[src/rtl/pwm_pkg.sv]
// Shared types and defaults for the PWM period generator.
package pwm_pkg;

  localparam int unsigned PWM_DATA_WIDTH = 13;

  typedef enum logic {
    IDLE    = 1'b0,
    PENDING = 1'b1
  } cfg_state_t;

endpackage

[src/rtl/pwm_period_generator_period_counter.sv]
// Free-running period counter: counts 0..period_i, clears when disabled.
module period_counter
  import pwm_pkg::*;
#(
  parameter int unsigned DATA_WIDTH = PWM_DATA_WIDTH
) (
  input  logic                  clk_i,
  input  logic                  rst_i,
  input  logic                  en_i,
  input  logic [DATA_WIDTH-1:0] period_i,
  output logic [DATA_WIDTH-1:0] cnt_o,
  output logic                  wrap_o
);

  logic [DATA_WIDTH-1:0] cnt_q;
  logic [DATA_WIDTH-1:0] cnt_d;

  // cnt_q never exceeds period_i, so the increment cannot overflow
  always_comb begin
    wrap_o = en_i && (cnt_q == period_i);
    cnt_d  = cnt_q + DATA_WIDTH'(1);
    if (!en_i || wrap_o) begin
      cnt_d = '0;
    end
  end

  always_ff @(posedge clk_i) begin
    if (rst_i) begin
      cnt_q <= '0;
    end else begin
      cnt_q <= cnt_d;
    end
  end

  assign cnt_o = cnt_q;

endmodule

[src/rtl/pwm_period_generator.sv]
// PWM period/duty generator with double-buffered config; commits on wrap or while disabled.
// state   | meaning
// IDLE    | no update pending, cfg_ready_o high
// PENDING | pair held in pend regs, waiting for wrap or disabled cycle
module pwm_period_generator
  import pwm_pkg::*;
#(
  parameter int unsigned DATA_WIDTH = PWM_DATA_WIDTH
) (
  input  logic                  clk_i,
  input  logic                  rst_i,
  input  logic                  en_i,
  input  logic                  cfg_valid_i,
  output logic                  cfg_ready_o,
  input  logic [DATA_WIDTH-1:0] period_i,
  input  logic [DATA_WIDTH-1:0] duty_i,
  output logic [DATA_WIDTH-1:0] cnt_o,
  output logic [DATA_WIDTH-1:0] duty_o,
  input  logic                  lt_i,
  output logic                  pwm_o,
  output logic                  period_end_o
);

  logic [DATA_WIDTH-1:0] period_act_q, period_act_d;
  logic [DATA_WIDTH-1:0] duty_act_q, duty_act_d;
  logic [DATA_WIDTH-1:0] period_pend_q, period_pend_d;
  logic [DATA_WIDTH-1:0] duty_pend_q, duty_pend_d;
  cfg_state_t            state_q, state_d;
  logic                  pwm_q, pwm_d;
  logic                  period_end_q, period_end_d;
  logic                  wrap;

  period_counter #(
    .DATA_WIDTH(DATA_WIDTH)
  ) u_period_counter (
    .clk_i    (clk_i),
    .rst_i    (rst_i),
    .en_i     (en_i),
    .period_i (period_act_q),
    .cnt_o    (cnt_o),
    .wrap_o   (wrap)
  );

  assign cfg_ready_o = (state_q == IDLE);

  // Acceptance in IDLE never commits in the same cycle, even on a wrap
  always_comb begin
    state_d       = state_q;
    period_act_d  = period_act_q;
    duty_act_d    = duty_act_q;
    period_pend_d = period_pend_q;
    duty_pend_d   = duty_pend_q;
    if (state_q == IDLE) begin
      if (cfg_valid_i) begin
        period_pend_d = period_i;
        duty_pend_d   = duty_i;
        state_d       = PENDING;
      end
    end else begin
      if (wrap || !en_i) begin
        period_act_d = period_pend_q;
        duty_act_d   = duty_pend_q;
        state_d      = IDLE;
      end
    end
  end

  always_comb begin
    pwm_d        = en_i && lt_i;
    period_end_d = wrap;
  end

  always_ff @(posedge clk_i) begin
    if (rst_i) begin
      state_q       <= IDLE;
      period_act_q  <= '0;
      duty_act_q    <= '0;
      period_pend_q <= '0;
      duty_pend_q   <= '0;
      pwm_q         <= 1'b0;
      period_end_q  <= 1'b0;
    end else begin
      state_q       <= state_d;
      period_act_q  <= period_act_d;
      duty_act_q    <= duty_act_d;
      period_pend_q <= period_pend_d;
      duty_pend_q   <= duty_pend_d;
      pwm_q         <= pwm_d;
      period_end_q  <= period_end_d;
    end
  end

  assign duty_o       = duty_act_q;
  assign pwm_o        = pwm_q;
  assign period_end_o = period_end_q;

endmodule

[config.mk]
export PLATFORM = sky130hd
export DESIGN_NAME = pwm_period_generator
export DESIGN_NICKNAME = d
export VERILOG_FILES = /design/src/rtl/pwm_pkg.sv /design/src/rtl/pwm_period_generator_period_counter.sv /design/src/rtl/pwm_period_generator.sv
export SDC_FILE = /design/constraint.sdc
export NUM_CORES = 1
export LEC_CHECK = 0
export BUFFER_PORTS_ARGS = -buffer_cell sky130_fd_sc_hd__buf_2
export CORE_MARGIN = 2
export CORE_UTILIZATION = 45
export DETAILED_ROUTE_END_ITERATION = 8
export GPL_ROUTABILITY_DRIVEN = 0
export GPL_TIMING_DRIVEN = 0
export PLACE_DENSITY = 0.81
export SLEW_MARGIN = 20
export SYNTH_ARGS = -nofsm -noshare
export SYNTH_HDL_FRONTEND = slang
export SYNTH_SLANG_ARGS = --single-unit
[constraint.sdc]
create_clock -name clk_i -period 1.76 [get_ports clk_i]
set_input_delay 0.176 -clock clk_i [delete_from_list [all_inputs] [get_ports clk_i]]
set_output_delay 0.176 -clock clk_i [all_outputs]
set_load 0.1 [all_outputs]
==> flow_metrics.env <==
export IMPL_synth_top_family_by_area="simple AND/OR/NAND/NOR gates"
export IMPL_setup_viol=26
export IMPL_cts_num_sinks=68
export IMPL_syn_to_final_growth_pct=31.72
export IMPL_syn_inst=283
export IMPL_antennaDiodeCount=0
export IMPL_clk_pin_slew_ns=0.07
export IMPL_worst_path_max_fanout=5
export IMPL_finalMaxSlewViolations=0
export IMPL_num_rows=27
export IMPL_outcome="complete, but fails checks"
export IMPL_die_area_sq_um=6419
export IMPL_crit_buf_inv=2
export IMPL_drv_cap=0
export IMPL_nFillCells=462
export IMPL_placed_area_sq_um=3063
export IMPL_vias=2137
export IMPL_cts_buffer_depth=2
export IMPL_grt_pass1_vias=1987
export IMPL_synth_edf_count=0
export IMPL_total_power_mw=3.419
export IMPL_synthMuxAreaShare=0.09981
export IMPL_finClkSkew_ns=0.007272
export IMPL_yosysTopAreaCellShare=0.5221
export IMPL_antenna_found_initial=0
export IMPL_cts_tree="yes"
export IMPL_min_period_over_period=1.069
export IMPL_critical_path_class="register to register"
export IMPL_initial_core_util=0.4706
export IMPL_drive_gt1_frac=0.3297
export IMPL_numCtsBuffers=9
export IMPL_cpPeakStageDelay_ns=0.45
export IMPL_yosys_register_bits=68
export IMPL_fmax_mhz=531.3
export IMPL_finalHoldViolations=0
export IMPL_finalCriticalPeriod_ns=1.882
export IMPL_yosys_warnings=0
export IMPL_synth_xor_area_share=0.08061
export IMPL_worstPathArrival_ns=2.09
export IMPL_die_x_um=80.12
export IMPL_async_flop_share=0
export IMPL_wl_per_cell_um=13.80
export IMPL_syn_nets=315
export IMPL_cts_root_buf="clkbuf_8"
export IMPL_synth_area_per_cell_sq_um=9.214
export IMPL_synth_compound_area_frac=0.05806
export IMPL_slowest_stage="o41ai_2"
export IMPL_hold_class="primary input to register"
export IMPL_tightest_slew_ns=0.5120
export IMPL_path_cells="xnor2_2 -> nand3_1 -> o41ai_2 -> buf_6 -> clkbuf_16 -> mux2i_1 -> nor2_1"
export IMPL_routed_wl_um=6016
export IMPL_synth_seq_area_share=0.5221
export IMPL_violations="setup timing"
export IMPL_grt_max_degree=11
export IMPL_vdd_drop_max_uv=481.3
export IMPL_final_area_sq_um=3435
export IMPL_layout_nets=392
export IMPL_fin_ws_ns=-0.1221
export IMPL_firstDrtPassIters=4
export IMPL_yosysMostFrequentCell="dfxtp_1"
export IMPL_clk_insertion_delay_late_ns=0.34
export IMPL_synthTopCellsByArea="dfxtp_1 (52%), mux2i_1 (10%), nand2_1 (8.3%)"
export IMPL_yosys_most_used_dff="dfxtp_1"
export IMPL_endpoint_kind="register"
export IMPL_power_leakage_nw=1.422
export IMPL_dp_hpwl_um=4026
export IMPL_hold_buffers=0
export IMPL_viasPerCell=4.901
export IMPL_drc=0
export IMPL_ys_types=25
export IMPL_yosys_area_top_type="dfxtp_1"
export IMPL_drt_iter0_markers=104
export IMPL_crit_family="compound AO/OA/AOI/OAI gates"
export IMPL_synth_common_cells="dfxtp_1 (68), nand2_1 (58), nor2_1 (40)"
export IMPL_h_tree_depth=3
export IMPL_whs_ns=0.06150
export IMPL_numPortBuffers=59
export IMPL_max_slew_margin_rel=0.6587
export IMPL_synthSimpleGateAreaFrac=0.1934
export IMPL_rsz0062_at_grt="yes"
export IMPL_syn_cell_area_sq_um=2608
export IMPL_ant_nets=0
export IMPL_startpoint_type="register"
export IMPL_grt_use_total=0.1868
export IMPL_overflow=0
export IMPL_grt_pass1_wl_um=8983
export IMPL_ios=60
export IMPL_synthAdderAreaFrac=0.004798
export IMPL_power_density_nw_per_um2=995.5
export IMPL_dieHeight_um=80.12
export IMPL_finalSetupTns_ns=-2.271
export IMPL_worstPathRequired_ns=1.97
export IMPL_core_sq_um=5540
## routing by layer
| layer | GRT usage | vias to the layer above | part of all wire |
|---|---|---|---|
| met3 | 0.05618 | 11 | 0.054 |
| met5 | 0 | - | 0 |
| met4 | 0.09831 | 0 | 0.023 |
| li1 | - | 1085 | - |
| met1 | 0.2274 | 993 | 0.43 |
| met2 | 0.2967 | 48 | 0.49 |
## state kept, by name (all words and copies together) (netlist names)
signal,count
u_period_counter.cnt_o,13
duty_pend_q,13
period_end_o,1
period_act_q,13
duty_o,13
period_pend_q,13
state_q,1
pwm_o,1
## final timing paths
kind / startpoint / end / slack (ns) / depth (start not counted)
max reg2reg: period_act_q[11] / duty_o[0] / -0.12 / 7
min: period_i[9] / period_pend_q[9] / 0.06 / 3
min reg2reg: period_pend_q[3] / period_pend_q[3] / 0.46 / 2
max: period_act_q[11] / duty_o[0] / -0.12 / 7
## metrics by stage
step,std cells,setup WS [ns],utilization
CTS,431,0.002510,0.5879
global placement,414,-0.006094,0.5528
finish,436,-0.1221,0.6199
detailed placement,414,-0.01712,0.5528
global route,436,-0.2072,0.6199
floorplan,283,-0.08500,-
## layout by cell type (no fill, tap or decap), types with 3 or more instances in the layout
| cell | synthesis | final |
|---|---|---|
| xor2_1 | 7 | 7 |
| dfxtp_4 | 0 | 13 |
| dfxtp_1 | 68 | 49 |
| nor2_1 | 40 | 39 |
| dfxtp_2 | 0 | 6 |
| a21oi_1 | 27 | 27 |
| clkbuf_8 | 0 | 10 |
| buf_4 | 1 | 5 |
| xnor2_2 | 0 | 11 |
| mux2i_1 | 26 | 24 |
| buf_2 | 0 | 59 |
| xnor2_1 | 17 | 6 |
| nand4_1 | 3 | 3 |
| clkbuf_16 | 0 | 3 |
| nand2_1 | 58 | 57 |
| nand3_1 | 7 | 7 |
| clkbuf_1 | 11 | 14 |
## repair_timing
action,CTS,global route
resized for setup,0,22
pin swaps,0,6
setup buffers,2,3
setup endpoints to repair,20,36
cloned,0,2
## worst min-delay path, cell delays in order
cell and delay, ns:
buf_2 0.09, nand2_1 0.04, a21oi_1 0.05
## where the power goes
group | total (mW) | switching (mW) | leakage [nW] | internal, mW
logic | 0.615 | 0.369 | 0.764 | 0.246
clock network | 1.17 | 0.538 | 0.0917 | 0.627
registers | 1.64 | 0.0491 | 0.567 | 1.59
## cell families after synthesis
kind of cell    count (synthesis)
simple gates                  119
flops                          68
compound gates                 28
mux                            26
xor+xnor                       24
buf+inv                        17
fa+ha+maj                       1
## layout make-up
class / instances / area, sq um / share of cell area
inverters: 2 / 11.26 / 0.003279
clock buffers: 14 / 173.9 / 0.05064
repair buffers: 66 / 382.9 / 0.1115
well taps: 72 / 90.09 / 0.02623
plain buffers: 15 / 107.6 / 0.03133
flip-flops and latches: 68 / 1418 / 0.4128
clock inverters: 1 / 5.005 / 0.001457
multi-input cells: 198 / 1246 / 0.3628
(Power assumes the default switching activity.)
